`config.mk`:
```
export PLATFORM = sky130hd
export DESIGN_NAME = lsu_bridge_flat
export DESIGN_NICKNAME = d
export VERILOG_FILES = /design/src/rtl/lsu_bridge_if.sv /design/src/rtl/lsu_bridge.sv /design/src/flat_wrapper.sv
export SDC_FILE = /design/constraint.sdc
export NUM_CORES = 1
export LEC_CHECK = 0
export CORE_MARGIN = 2
export CORE_UTILIZATION = 43
export DETAILED_ROUTE_END_ITERATION = 6
export PLACE_DENSITY = 0.93
export SKIP_LAST_GASP = 1
export SLEW_MARGIN = 20
export SYNTH_ARGS = -nofsm -noshare
export SYNTH_HDL_FRONTEND = slang
export SYNTH_SLANG_ARGS = --single-unit
```
`constraint.sdc`:
```
create_clock -name clk -period 1.9 [get_ports clk]
set_input_delay 0.285 -clock clk [delete_from_list [all_inputs] [get_ports clk]]
set_output_delay 0.285 -clock clk [all_outputs]
set_load 0.05 [all_outputs]
```
`src/rtl/lsu_bridge_if.sv`:
```
// Core-side load/store request/response and memory-side request/ack signals of the LSU bridge.
// The slave modport is the bridge view; the master modport is the core and memory view.
interface lsu_bridge_if;
    logic        req_valid;
    logic        req_we;
    logic [31:0] req_addr;
    logic [31:0] req_wdata;
    logic [2:0]  req_mode;
    logic        stall;
    logic [31:0] rsp_rdata;
    logic        rsp_valid;
    logic        misalign_err;
    logic        bus_err;
    logic        mem_req;
    logic        mem_we;
    logic [31:0] mem_addr;
    logic [31:0] mem_wdata;
    logic [3:0]  mem_be;
    logic        mem_ack;
    logic [31:0] mem_rdata;

    modport slave (
        input  req_valid, req_we, req_addr, req_wdata, req_mode, mem_ack, mem_rdata,
        output stall, rsp_rdata, rsp_valid, misalign_err, bus_err,
               mem_req, mem_we, mem_addr, mem_wdata, mem_be
    );

    modport master (
        output req_valid, req_we, req_addr, req_wdata, req_mode, mem_ack, mem_rdata,
        input  stall, rsp_rdata, rsp_valid, misalign_err, bus_err,
               mem_req, mem_we, mem_addr, mem_wdata, mem_be
    );
endinterface

```
`src/rtl/lsu_bridge.sv`:
```
// Bridges core loads/stores onto a single-outstanding word memory bus with a bounded ack wait.
// Latency: zero-wait access stalls the core 2 cycles, rsp_valid in cycle 3; the core is stalled while memory withholds mem_ack.
module lsu_bridge #(
    parameter int TIMEOUT = 16
) (
    input  logic         clk,
    input  logic         rst,
    lsu_bridge_if.slave  bus
);

    localparam int CW = (TIMEOUT > 1) ? $clog2(TIMEOUT) : 1;
    localparam logic [CW-1:0] CNT_LAST = CW'(TIMEOUT - 1);

    typedef enum logic [1:0] {IDLE, BUSY, DONE} state_t;

    state_t        state;
    logic [CW-1:0] cnt;
    logic [2:0]    mode_q;
    logic [1:0]    off_q;
    logic          we_q;
    logic          bus_err_q;

    logic          aligned;
    logic          accept;
    logic [3:0]    be_n;
    logic [31:0]   wdata_n;
    logic [31:0]   shifted;
    logic [31:0]   load_data;

    // Unsupported funct3 codes fall into the default arm and are reported as misaligned.
    always_comb begin
        aligned = 1'b0;
        case (bus.req_mode)
            3'b000, 3'b100: aligned = 1'b1;
            3'b001, 3'b101: aligned = ~bus.req_addr[0];
            3'b010:         aligned = (bus.req_addr[1:0] == 2'b00);
            default:        aligned = 1'b0;
        endcase
    end

    assign accept           = (state == IDLE) && bus.req_valid && aligned;
    assign bus.stall        = accept || (state == BUSY);
    assign bus.misalign_err = (state == IDLE) && bus.req_valid && !aligned;
    assign bus.rsp_valid    = (state == DONE);
    assign bus.bus_err      = (state == DONE) && bus_err_q;

    always_comb begin
        be_n    = 4'b1111;
        wdata_n = bus.req_wdata;
        case (bus.req_mode[1:0])
            2'b00: begin
                be_n    = 4'b0001 << bus.req_addr[1:0];
                wdata_n = {4{bus.req_wdata[7:0]}};
            end
            2'b01: begin
                be_n    = 4'b0011 << bus.req_addr[1:0];
                wdata_n = {2{bus.req_wdata[15:0]}};
            end
            default: begin
                be_n    = 4'b1111;
                wdata_n = bus.req_wdata;
            end
        endcase
        if (!bus.req_we) begin
            be_n = 4'b1111;
        end
    end

    // Selected lane is brought down to bit 0 first, then extended by access size and signedness.
    always_comb begin
        shifted   = bus.mem_rdata >> {off_q, 3'b000};
        load_data = shifted;
        case (mode_q)
            3'b000:  load_data = {{24{shifted[7]}}, shifted[7:0]};
            3'b100:  load_data = {24'h0, shifted[7:0]};
            3'b001:  load_data = {{16{shifted[15]}}, shifted[15:0]};
            3'b101:  load_data = {16'h0, shifted[15:0]};
            default: load_data = shifted;
        endcase
    end

    always_ff @(posedge clk) begin
        if (!rst) begin
            state         <= IDLE;
            cnt           <= '0;
            mode_q        <= 3'b000;
            off_q         <= 2'b00;
            we_q          <= 1'b0;
            bus_err_q     <= 1'b0;
            bus.rsp_rdata <= 32'h0;
            bus.mem_req   <= 1'b0;
            bus.mem_we    <= 1'b0;
            bus.mem_addr  <= 32'h0;
            bus.mem_wdata <= 32'h0;
            bus.mem_be    <= 4'b0000;
        end else begin
            case (state)
                IDLE: begin
                    if (accept) begin
                        state         <= BUSY;
                        cnt           <= '0;
                        mode_q        <= bus.req_mode;
                        off_q         <= bus.req_addr[1:0];
                        we_q          <= bus.req_we;
                        bus_err_q     <= 1'b0;
                        bus.mem_req   <= 1'b1;
                        bus.mem_we    <= bus.req_we;
                        bus.mem_addr  <= {bus.req_addr[31:2], 2'b00};
                        bus.mem_wdata <= wdata_n;
                        bus.mem_be    <= be_n;
                    end
                end
                BUSY: begin
                    // An ack in the final allowed cycle still completes normally.
                    if (bus.mem_ack) begin
                        state         <= DONE;
                        cnt           <= '0;
                        bus_err_q     <= 1'b0;
                        bus.rsp_rdata <= we_q ? 32'h0 : load_data;
                        bus.mem_req   <= 1'b0;
                        bus.mem_we    <= 1'b0;
                        bus.mem_be    <= 4'b0000;
                    end else if (cnt == CNT_LAST) begin
                        state         <= DONE;
                        cnt           <= '0;
                        bus_err_q     <= 1'b1;
                        bus.rsp_rdata <= 32'h0;
                        bus.mem_req   <= 1'b0;
                        bus.mem_we    <= 1'b0;
                        bus.mem_be    <= 4'b0000;
                    end else begin
                        cnt <= cnt + 1'b1;
                    end
                end
                DONE: begin
                    state     <= IDLE;
                    bus_err_q <= 1'b0;
                end
                default: begin
                    state <= IDLE;
                end
            endcase
        end
    end

endmodule

```
`src/flat_wrapper.sv`:
```
// flat-port wrapper written by rule: the top's interface ports become plain ports
module lsu_bridge_flat 
#(
    parameter int TIMEOUT = 16
)
  (clk, rst, bus_req_valid, bus_req_we, bus_req_addr, bus_req_wdata, bus_req_mode, bus_mem_ack, bus_mem_rdata, bus_stall, bus_rsp_rdata, bus_rsp_valid, bus_misalign_err, bus_bus_err, bus_mem_req, bus_mem_we, bus_mem_addr, bus_mem_wdata, bus_mem_be);
  lsu_bridge_if bus_i ();
  input  logic clk;
  input  logic rst;
  input wire logic [$bits(bus_i.req_valid)-1:0] bus_req_valid;
  input wire logic [$bits(bus_i.req_we)-1:0] bus_req_we;
  input wire logic [$bits(bus_i.req_addr)-1:0] bus_req_addr;
  input wire logic [$bits(bus_i.req_wdata)-1:0] bus_req_wdata;
  input wire logic [$bits(bus_i.req_mode)-1:0] bus_req_mode;
  input wire logic [$bits(bus_i.mem_ack)-1:0] bus_mem_ack;
  input wire logic [$bits(bus_i.mem_rdata)-1:0] bus_mem_rdata;
  output wire logic [$bits(bus_i.stall)-1:0] bus_stall;
  output wire logic [$bits(bus_i.rsp_rdata)-1:0] bus_rsp_rdata;
  output wire logic [$bits(bus_i.rsp_valid)-1:0] bus_rsp_valid;
  output wire logic [$bits(bus_i.misalign_err)-1:0] bus_misalign_err;
  output wire logic [$bits(bus_i.bus_err)-1:0] bus_bus_err;
  output wire logic [$bits(bus_i.mem_req)-1:0] bus_mem_req;
  output wire logic [$bits(bus_i.mem_we)-1:0] bus_mem_we;
  output wire logic [$bits(bus_i.mem_addr)-1:0] bus_mem_addr;
  output wire logic [$bits(bus_i.mem_wdata)-1:0] bus_mem_wdata;
  output wire logic [$bits(bus_i.mem_be)-1:0] bus_mem_be;
  assign bus_i.req_valid = bus_req_valid;
  assign bus_i.req_we = bus_req_we;
  assign bus_i.req_addr = bus_req_addr;
  assign bus_i.req_wdata = bus_req_wdata;
  assign bus_i.req_mode = bus_req_mode;
  assign bus_i.mem_ack = bus_mem_ack;
  assign bus_i.mem_rdata = bus_mem_rdata;
  assign bus_stall = bus_i.stall;
  assign bus_rsp_rdata = bus_i.rsp_rdata;
  assign bus_rsp_valid = bus_i.rsp_valid;
  assign bus_misalign_err = bus_i.misalign_err;
  assign bus_bus_err = bus_i.bus_err;
  assign bus_mem_req = bus_i.mem_req;
  assign bus_mem_we = bus_i.mem_we;
  assign bus_mem_addr = bus_i.mem_addr;
  assign bus_mem_wdata = bus_i.mem_wdata;
  assign bus_mem_be = bus_i.mem_be;
  lsu_bridge #(.TIMEOUT(TIMEOUT)) u_core (.clk(clk), .rst(rst), .bus(bus_i));
endmodule
```
# == Word level (Yosys, flattened, before mapping) ==
# Cells that the tools add are included.
# W data, S select, Z words.
# word_totals
ff_bits,113
input_bits,104
out_inout_bits,106
wordCells,82
# op_classes
addsub,1
n_eq_ne,13
n_shift,3
n_mux,30
bitwise_logic,1
n_reduce_logical,22
# ops
cell,count
$pmux W32 S4,1
$mux W32,3
$pmux W32 S2,1
$shr A32 B5 Y32,1
$mux W4,7
$pmux W4 S2,3
$eq A3 B3 Y1 const B,4
$reduce_and A2 Y1,4
$mux W1,7
$eq A3 B1 Y1 const B,2
$logic_not A2 Y1,3
$logic_not A3 Y1,2
$mux W2,3
$pmux W1 S3,2
$reduce_and A3 Y1,2
$add A4 B1 Y4 const B,1
$eq A2 B1 Y1 const B,2
$eq A4 B4 Y1 const B,1
$logic_and A1 B1 Y1,4
$pmux W1 S2,2
$pmux W2 S2,1
$reduce_bool A2 Y1,2
$reduce_or A2 Y1,2
$shl A1 B2 Y4 const A,1
other kinds (9),9

# == Depth between registers and ports, before layout ==
# Gate-level depths: netlist of the first run.
# logic_depth
depth_word,6
mapped_depth,8
depth_no_buf,5

# == Worst setup path before layout of the first run ==
# OpenSTA, ideal clock, no wires.
# synth_path
kind,reg-to-output
startpoint,register u_core.state[1]
endpoint,output bus_misalign_err
arrival_time_ns,1.753
required_ns,1.615
setup_slack_ns,-0.138
path_stages_with_launch,3
n_path_buf,0
cell_sequence,dfxtp_1 or3b_1 nor3_1
# synth_between
elab_chain_len,3
# synth_rtl
element,line_no,source
start: declaration,lsu_bridge.sv:16,state_t state;
start signal: assignment,lsu_bridge.sv:84,state <= IDLE;
start signal: assignment,lsu_bridge.sv:100,state <= BUSY;
start signal: assignment,lsu_bridge.sv:116,state <= DONE;
$logic_not A2 Y1,lsu_bridge.sv:43,assign bus.misalign_err = (state == IDLE) && bus.req_valid && !aligned;
$logic_and A1 B1 Y1 (2 in series),lsu_bridge.sv:43,
end: declaration,flat_wrapper.sv:20,output wire logic [$bits(bus_i.misalign_err)-1:0] bus_misalign_err;
# No other way between the ends.

# == Worst setup path in the final report of the first run ==
# Same ends and word-level chain as after synthesis.

==> reports/metrics.csv, run 1 <==
stage;metric;value;unit
layout;final_nets;902;
synth;syn_avg_cell_area;8.57;um2
synth;syn_area;0.00494;mm2
drt;firstDrtPassIters;5;
synth;ys_warn_count;0;
sta;fin_skew;0.00684;ns
layout;n_antenna_cell;0;
setup_path;required;1.62;ns
place;hpwl;11600;um
synth;ys_seq_elements;113;
run;drv_cap;0;
global_routing;grt_overflow;0;
sta;min_period;1.93;ns
drt;drt_iter0_markers;302;
sta;period_share;102;%
sta;finalMaxSlewViolations;0;
global_routing;grt_pass1_wl;25500;um
layout;final_cells;950;
synth;yosysUniqueCellTypes;46;
drt;vias;5142;
clock_tree;cts.sinks;113;
layout;area_growth;61.4;%
clock_tree;cts_made_buffers;17;
global_routing;grt_max_degree;45;
sta;rsz0062_at_grt;yes;
layout;multiInputGateArea;0.00246;mm2
floorplan;coreArea;0.0113;mm2
status;violations;negative setup slack;
drt;routed_wl;16000;um
floorplan;start_util;43.7;%
clock_tree;ctsLongestPathBuffers;2;
place;port-buffer-count;207;
status;status;finished with violations;
clock_tree;clkTransAtPathRegs;0.05;ns
setup_path;critPathArrivalTime;1.64;ns
sta;setup_viol;1;
floorplan;ios;210;
synth;syn_inst;577;
sta;fmax;518;MHz
drt;ant_nets;0;
power_and_ir_drop;powerDensity;895;mW/mm2
power_and_ir_drop;power.leakage;2.99;nW
layout;final_util;70.5;%
global_routing;grt_pass1_vias;5129;
floorplan;dieArea;0.0124;mm2
place;place.gp.congestion;0.842;
synth;synth-edff-count;0;
clock_tree;cts_tree;yes;
synth;yosysSeqAreaShare;45.7;%
setup_path;crit_path_start_kind;register;
drt;wl_per_cell;16.8;um
clock_tree;cts.htree.levels;4;
layout;fillers;860;
setup_path;endpoint_kind;output pin;
setup_path;crit_fanout;5;
clock_tree;clock_latency;0.40;ns
layout;final_cell_mix;clkdlybuf4s50_1 (195), nand2_1 (147), dfxtp_1 (111), a21oi_1 (72), o21ai_0 (40);
floorplan;die_h;111;um
floorplan;rows;39;
global_routing;grt_usage;25.4;%
setup_path;path_class;register to output pin;
layout;final_common_cell;clkdlybuf4s50_1;
drt;via_per_inst;5.41;
global_routing;antenna_found_initial;0;
synth;synth_ff_type;dfxtp_1;
drt;drc;0;
sta;setup_slack;-0.0287;ns
sta;hold_violations;0;
layout;regArea;0.00226;mm2
power_and_ir_drop;vdd_drop_max;0.000503;V
sta;slew_headroom;52.4;%
clock_tree;cts-root-buf;clkbuf_16;
layout;final_layout_size_suffix_gt1_share;13.1;%
worst_hold_path;hold_path.class;primary input to register;
synth;synth-async-reset-ratio;0;%
floorplan;die_w;111;um
sta;max_slew.worst_pin.slew;0.713;ns
place;dp_cells;920;
[flip-flops by register name, summed over array words and instances, names as in the netlist]
name	count
u_core.bus.rsp_rdata	32
u_core.we_q	1
u_core.mode_q	3
u_core.cnt	4
u_core.bus.mem_addr	30
u_core.state	2
u_core.bus_err_q	1
u_core.bus.mem_wdata	32
u_core.bus.mem_we	1
u_core.off_q	2
u_core.bus.mem_req	1
u_core.bus.mem_be	4
[per-layer routing]
metal / share of wire, % / global-route usage [%] / up-vias
met1: 38 / 27.4 / 2413
met3: 8.6 / 8.26 / 26
met2: 52 / 46.3 / 235
met5: 0 / 0 / -
li1: - / - / 2468
met4: 1.7 / 9.14 / 0
[final timing paths]
path              slack, ns  cells after the start                               endpoint                                 from
hold reg to reg        0.45                      2    u_core.bus.mem_addr[4]$_SDFFE_PN0P_  u_core.bus.mem_addr[4]$_SDFFE_PN0P_
setup reg to reg       0.17                      5  u_core.bus.rsp_rdata[24]$_SDFFE_PN0P_         u_core.off_q[1]$_SDFFE_PN0P_
setup / recovery      -0.03                      4                       bus_misalign_err         u_core.state[1]$_SDFFE_PN0P_
hold / removal         0.44                      3   u_core.bus.mem_addr[13]$_SDFFE_PN0P_                     bus_req_addr[13]
[stage by stage]
stage | TNS (ns) | area (um2) | hold WS (ns) | worst slack, ns | power (mW)
2_1_floorplan | 0 | 4950 | 0.399 | 0.00654 | 3.40
3_3_place_gp | -10.53 | 7370 | 0.439 | -0.152 | 4.01
3_5_place_dp | -11.44 | 7370 | 0.446 | -0.187 | 4.04
4_1_cts | -0.0370 | 7970 | 0.415 | -0.0370 | 7.18
5_1_grt | -0.128 | 7980 | 0.436 | -0.0760 | 7.37
6_report | -0.0287 | 7980 | 0.439 | -0.0287 | 7.14
[cell type report]
class	count	share of cell area (%)
clock buffer	22	5.82
multi-input combinational	416	30.8
inverter	3	0.141
clock inverter	7	1.38
tap	143	2.24
sequential	113	28.4
timing repair buffer	246	31.3
[kinds of logic after synthesis]
family / Yosys count / share of synthesized area, %
mux: 40 / 8.55
compound gates: 170 / 22.4
flops: 113 / 45.7
buf+inv: 49 / 5.49
simple gates: 203 / 17.5
other cells: 1 / 0.0758
fa+ha+maj: 1 / 0.253
[Yosys cell counts (6+ instances only)]
cell,instances,share of area [%]
a21oi_1,74,7.5
o211ai_1,7,1.1
nor2_1,29,2.2
mux2i_1,31,6.3
o21ai_0,40,4.0
a221o_1,16,3.2
mux2_2,8,1.8
a211oi_1,8,1.2
clkbuf_1,21,1.6
buf_6,7,1.6
nand3b_1,10,1.5
nand2_1,148,11
a311oi_2,6,1.8
dfxtp_1,113,46
buf_2,13,1.3
[power by group]
| group | switching, mW | internal [mW] |
|---|---|---|
| logic | 0.839 | 0.620 |
| registers | 0.0657 | 2.49 |
| clock network | 1.03 | 2.10 |
| total | 1.94 | 5.20 |
[worst max-delay path, stage by stage, from the launching register on]
cell     delay (ns)
dfxtp_2        0.34
or3b_4         0.42
buf_4          0.15
nor3_4         0.17
buf_12         0.17
[repair_timing]
action / in CTS / in global routing
setup buffers: 1 / 0
hold buffers: 0 / 0
gates cloned: 0 / 0
resized for setup: 7 / 4
endpoints found under the setup margin: 2 / 6
Power figures use the tool's default switching activity.
==> inputs of run 2 (changes only) <==
--- a/config.mk
+++ b/config.mk
@@ -8,6 +8,7 @@
 export CORE_MARGIN = 2
 export CORE_UTILIZATION = 43
 export DETAILED_ROUTE_END_ITERATION = 6
+export MAX_ROUTING_LAYER = met4
 export PLACE_DENSITY = 0.93
 export SKIP_LAST_GASP = 1
 export SLEW_MARGIN = 20
==> reports/metrics.csv, run 2 (synthesis gave the netlist of run 1 again) <==
stage;metric;value;unit;change
clock_tree;cts.sinks;113;;unchanged
drt;firstDrtPassIters;5;;unchanged
layout;regArea;0.00226;mm2;unchanged
clock_tree;cts-root-buf;clkbuf_16;;unchanged
layout;final_nets;902;;unchanged
drt;wl_met2;8290;um;about the same
sta;slew_headroom;51.8;%;was 52.4%
sta;finalMaxSlewViolations;0;;unchanged
power_and_ir_drop;vdd_drop_max;0.000502;V;was 0.000503 V
layout;final_layout_size_suffix_gt1_share;13.1;%;unchanged
layout;top_regs;u_core.bus.mem_wdata (32), u_core.bus.rsp_rdata (32), u_core.bus.mem_addr (30);;unchanged
drt;top_layer;met4;;unchanged
layout;n_antenna_cell;0;;unchanged
setup_path;crit_fanout;5;;unchanged
clock_tree;clock_latency;0.40;ns;about the same
drt;vias;5175;;was 5142
place;place.gp.congestion;0.856;;was 0.842
setup_path;worstReg2RegStart;u_core.off_q[1]$_SDFFE_PN0P_;;unchanged
floorplan;dieArea;0.0124;mm2;unchanged
sta;timing.hold.ws;0.438;ns;was 0.439 ns
setup_path;slowest_delay;0.42;ns;about the same
floorplan;die_w;111;um;unchanged
setup_path;path_class;register to output pin;;unchanged
place;port-buffer-count;207;;unchanged
worst_hold_path;hp-start;bus_req_addr[2];;was bus_req_addr[13]
drt;ant_nets;0;;unchanged
clock_tree;clkTransAtPathRegs;0.05;ns;about the same
floorplan;ios;210;;unchanged
global_routing;grt_max_degree;45;;unchanged
status;status;finished with violations;;unchanged
layout;fillers;860;;unchanged
setup_path;slowest_stage;or3b_4;;unchanged
layout;final_cells;950;;unchanged
drt;routed_wl;15900;um;was 16000 um
global_routing;grt_pass1_wl;25500;um;about the same
drt;drt_iter0_markers;334;;was 302
place;dp_cells;920;;unchanged
drt;wl_met3;1080;um;was 1380 um
setup_path;crit_start;u_core.state[1]$_SDFFE_PN0P_;;unchanged
worst_hold_path;hold_path.class;primary input to register;;unchanged
place;pre_cts_ws;-0.187;ns;unchanged
sta;min_period;1.93;ns;about the same
drt;drc;0;;unchanged
run;drv_cap;0;;unchanged
layout;area_growth;61.4;%;unchanged
drt;wl_per_cell;16.8;um;about the same
sta;hold_violations;0;;unchanged
setup_path;endpoint_kind;output pin;;unchanged
clock_tree;cts_made_buffers;17;;unchanged
floorplan;die_h;111;um;unchanged
global_routing;grt_overflow;0;;unchanged
global_routing;grt_usage;26.2;%;was 25.4%
sta;max_slew.worst_pin.slew;0.723;ns;was 0.713 ns
floorplan;rows;39;;unchanged
status;violations;negative setup slack;;unchanged
floorplan;coreArea;0.0113;mm2;unchanged
sta;fmax;519;MHz;was 518 MHz
setup_path;required;1.62;ns;about the same
sta;fin_skew;0.00767;ns;was 0.00684 ns
sta;rsz0062_at_grt;yes;;unchanged
layout;final_cell_mix;clkdlybuf4s50_1 (195), nand2_1 (147), dfxtp_1 (111), a21oi_1 (72), o21ai_0 (40);;unchanged
clock_tree;cts.htree.levels;4;;unchanged
sta;period_share;101;%;was 102%
drt;via_per_inst;5.45;;was 5.41
power_and_ir_drop;power.leakage;2.99;nW;unchanged
layout;multiInputGateArea;0.00246;mm2;unchanged
clock_tree;ctsLongestPathBuffers;2;;unchanged
sta;setup_slack;-0.0285;ns;was -0.0287 ns
place;hpwl;11600;um;unchanged
global_routing;antenna_found_initial;0;;unchanged
setup_path;cp_num_buf_inv;2;;unchanged
clock_tree;hold_buffers;0;;unchanged
layout;final_common_cell;clkdlybuf4s50_1;;unchanged
floorplan;start_util;43.7;%;unchanged
drt;drt-met1-wl;6310;um;was 6050 um
setup_path;worstPathCellList;or3b_4 > buf_4 > nor3_4 > buf_12;;unchanged
power_and_ir_drop;powerDensity;896;mW/mm2;was 895 mW/mm2
setup_path;crit_family;simple AND/OR/NAND/NOR gates;;unchanged
clock_tree;cts_tree;yes;;unchanged
sta;setup_viol;1;;unchanged
global_routing;grt_pass1_vias;5146;;was 5129
setup_path;crit_path_start_kind;register;;unchanged
setup_path;critPathArrivalTime;1.64;ns;about the same
-- run 2: cell counts in the layout (fill, tap and decap cells not counted) --
Identical to the previous run, type by type.
-- run 2: metrics by stage --
stage	total power, mW	area, um2	TNS, ns	util (%)
floorplan	3.40	4950	0	-
global placement	4.01	7370	-10.53	65.1
detailed placement	4.04	7370	-11.44	65.1
CTS	7.18	7970	-0.0370	70.4
global route	7.37	7980	-0.128	70.5
finish	7.15	7980	-0.0285	70.5
-- run 2: worst paths after layout --
check	end	slack, ns	cells past startpoint
worst max-delay path	bus_misalign_err	-0.03	4
worst min-delay path	u_core.bus.mem_addr[2]$_SDFFE_PN0P_	0.44	3
worst max register to register	u_core.bus.rsp_rdata[24]$_SDFFE_PN0P_	0.15	5
worst min register to register	u_core.bus.mem_addr[4]$_SDFFE_PN0P_	0.45	2
-- run 2: power by group --
part | total [mW] | switching (mW) | internal, mW | leakage (nW)
clock | 3.13 | 1.04 | 2.10 | 0.285
combinational | 1.46 | 0.840 | 0.620 | 1.79
sequential | 2.55 | 0.0654 | 2.49 | 0.921
-- run 2: area by class of cell --
class / count / share of cell area (%)
clock buffer: 22 / 5.82
clock inverter: 7 / 1.38
inverter: 3 / 0.141
multi-input combinational: 416 / 30.8
sequential: 113 / 28.4
tap: 143 / 2.24
timing repair buffer: 246 / 31.3
-- run 2: worst min-delay path, stage by stage --
cell and delay (ns):
clkdlybuf4s50_1 0.40, nand2_1 0.06, a21oi_1 0.05
-- run 2: timing repair --
action | in CTS | in global routing
pin swaps | 0 | 0
setup endpoints to repair | 2 | 6
gates resized for setup | 7 | 4
buffers inserted | 1 | 0
-- run 2: per-layer routing --
metal | track usage (%) | vias to the layer above
li1 | - | 2466
met1 | 28.7 | 2451
met2 | 46.5 | 231
met3 | 6.29 | 27
met4 | 8.81 | 0
met5 | - | -
==> inputs of run 3 (changes only) <==
--- a/config.mk
+++ b/config.mk
@@ -6,10 +6,12 @@
 export NUM_CORES = 1
 export LEC_CHECK = 0
 export CORE_MARGIN = 2
-export CORE_UTILIZATION = 43
+export CORE_UTILIZATION = 44
+export CTS_BUF_LIST = sky130_fd_sc_hd__clkbuf_8
 export DETAILED_ROUTE_END_ITERATION = 6
 export MAX_ROUTING_LAYER = met4
-export PLACE_DENSITY = 0.93
+export PLACE_DENSITY = 0.95
+export RECOVER_POWER = 50
 export SKIP_LAST_GASP = 1
 export SLEW_MARGIN = 20
 export SYNTH_ARGS = -nofsm -noshare
==> reports/metrics.csv, run 3 (synthesis gave the netlist of run 1 again) <==
stage;metric;value;unit;change
place;dp_cells;912;;was 920
clock_tree;clkTransAtPathRegs;0.07;ns;was 0.05 ns
floorplan;die_h;110;um;was 111 um
layout;final_layout_size_suffix_gt1_share;11.7;%;was 13.1%
drt;wl_met2;7970;um;was 8290 um
setup_path;critPathArrivalTime;1.60;ns;was 1.64 ns
drt;ant_nets;0;;unchanged
clock_tree;ctsLongestPathBuffers;2;;unchanged
sta;finalMaxSlewViolations;0;;unchanged
place;port-buffer-count;207;;unchanged
sta;fin_skew;0.0130;ns;was 0.00767 ns
setup_path;required;1.62;ns;about the same
drt;wl_per_cell;17.0;um;was 16.8 um
power_and_ir_drop;powerDensity;873;mW/mm2;was 896 mW/mm2
drt;routed_wl;16100;um;was 15900 um
global_routing;grt_overflow;0;;unchanged
layout;final_nets;898;;was 902
status;status;complete, no violations;;was finished with violations
floorplan;ios;210;;unchanged
sta;fmax;532;MHz;was 519 MHz
clock_tree;cts.sinks;113;;unchanged
layout;final_cells;946;;was 950
place;hpwl;11400;um;was 11600 um
setup_path;crit_path_start_kind;register;;unchanged
clock_tree;cts_tree;yes;;unchanged
setup_path;path_class;register to output pin;;unchanged
clock_tree;cts-root-buf;clkbuf_8;;was clkbuf_16
layout;final_cell_mix;nand2_1 (147), clkdlybuf4s50_1 (118), dfxtp_1 (111), a21oi_1 (74), clkbuf_1 (70);;was clkdlybuf4s50_1 (195), nand2_1 (147), dfxtp_1 (111), a21oi_1 (72), o21ai_0 (40)
global_routing;antenna_found_initial;0;;unchanged
floorplan;rows;38;;was 39
drt;drc;0;;unchanged
drt;firstDrtPassIters;5;;unchanged
sta;rsz0062_at_grt;yes;;unchanged
drt;drt_iter0_markers;330;;was 334
global_routing;grt_usage;26.3;%;was 26.2%
setup_path;endpoint_kind;output pin;;unchanged
floorplan;coreArea;0.0109;mm2;was 0.0113 mm2
sta;slew_headroom;56.0;%;was 51.8%
sta;max_slew.worst_pin.slew;0.662;ns;was 0.723 ns
sta;min_period;1.88;ns;was 1.93 ns
sta;period_share;99.0;%;was 101%
clock_tree;cts.htree.levels;4;;unchanged
sta;hold_violations;0;;unchanged
run;drv_cap;0;;unchanged
floorplan;die_w;110;um;was 111 um
clock_tree;cts_made_buffers;17;;unchanged
drt;wl_met3;1350;um;was 1080 um
drt;top_layer;met4;;unchanged
drt;vias;5146;;was 5175
setup_path;crit_fanout;3;;was 5
worst_hold_path;hold_path.class;primary input to register;;unchanged
layout;fillers;927;;was 860
layout;final_common_cell;nand2_1;;was clkdlybuf4s50_1
power_and_ir_drop;power.leakage;2.75;nW;was 2.99 nW
setup_path;reg2reg_slack;0.11;ns;was 0.15 ns
drt;drt-met1-wl;6500;um;was 6310 um
clock_tree;clock_latency;0.43;ns;was 0.40 ns
global_routing;grt_pass1_vias;4806;;was 5146
layout;multiInputGateArea;0.00246;mm2;unchanged
power_and_ir_drop;vdd_drop_max;0.000533;V;was 0.000502 V
layout;n_antenna_cell;0;;unchanged
layout;regArea;0.00226;mm2;unchanged
layout;area_growth;47.6;%;was 61.4%
drt;via_per_inst;5.44;;was 5.45
sta;setup_viol;0;;was 1
floorplan;start_util;45.4;%;was 43.7%
floorplan;dieArea;0.0121;mm2;was 0.0124 mm2
global_routing;grt_pass1_wl;23700;um;was 25500 um
layout;top_regs;u_core.bus.mem_wdata (32), u_core.bus.rsp_rdata (32), u_core.bus.mem_addr (30);;unchanged
sta;timing.hold.ws;0.400;ns;was 0.438 ns
place;place.gp.congestion;0.876;;was 0.856
global_routing;grt_max_degree;47;;was 45
run 3: per-stage QoR:
stage	worst slack [ns]	area, um2	utilization (%)	setup TNS [ns]	power (mW)
CTS	-0.0152	7730	71.0	-0.0152	6.49
global placement	-0.109	7290	67.0	-4.03	3.99
detailed placement	-0.146	7290	67.0	-6.90	4.02
finish	0.0194	7300	67.0	0	6.37
floorplan	0.00654	4950	-	0	3.40
global route	-0.0484	7300	67.0	-0.0854	6.63
run 3: cell type report:
type | count | area share (%)
Inverter | 3 | 0.154
Sequential cell | 113 | 31.0
Multi-Input combinational cell | 416 | 33.6
Clock inverter | 12 | 2.25
Clock buffer | 20 | 3.77
Tap cell | 140 | 2.40
Timing Repair Buffer | 242 | 26.8
run 3: power by group:
group | internal [mW] | leakage, nW | switching, mW | total, mW
Clock | 1.52 | 0.231 | 0.976 | 2.49
Combinational | 0.503 | 1.60 | 0.832 | 1.33
Sequential | 2.48 | 0.921 | 0.0646 | 2.55
run 3: critical path, stage by stage, from the launching register on:
cell and delay [ns]:
dfxtp_2 0.33, or3b_4 0.41, o21bai_4 0.19, nand2_2 0.10, buf_12 0.14
run 3: worst paths after layout:
path	start	endpoint	cells past startpoint
worst max register to register	u_core.off_q[0]$_SDFFE_PN0P_	u_core.bus.rsp_rdata[11]$_SDFFE_PN0P_	5
worst min register to register	u_core.bus.mem_wdata[5]$_SDFFE_PN0P_	u_core.bus.mem_wdata[5]$_SDFFE_PN0P_	2
worst min-delay path	bus_req_addr[17]	u_core.bus.mem_addr[17]$_SDFFE_PN0P_	3
worst max-delay path	u_core.state[1]$_SDFFE_PN0P_	bus_stall	4
run 3: what timing repair did:
| item | CTS | global route |
|---|---|---|
| buffers inserted | 2 | 0 |
| hold buffers | 0 | 0 |
| pin swaps | 1 | 0 |
| resized for setup | 24 | 66 |
| endpoints found under the setup margin | 22 | 74 |
run 3: per-layer routing:
| layer | up-vias | global-route usage [%] |
|---|---|---|
| met4 | 0 | 10.4 |
| met1 | 2415 | 29.9 |
| met2 | 250 | 43.2 |
| li1 | 2456 | - |
| met5 | - | - |
| met3 | 25 | 8.17 |
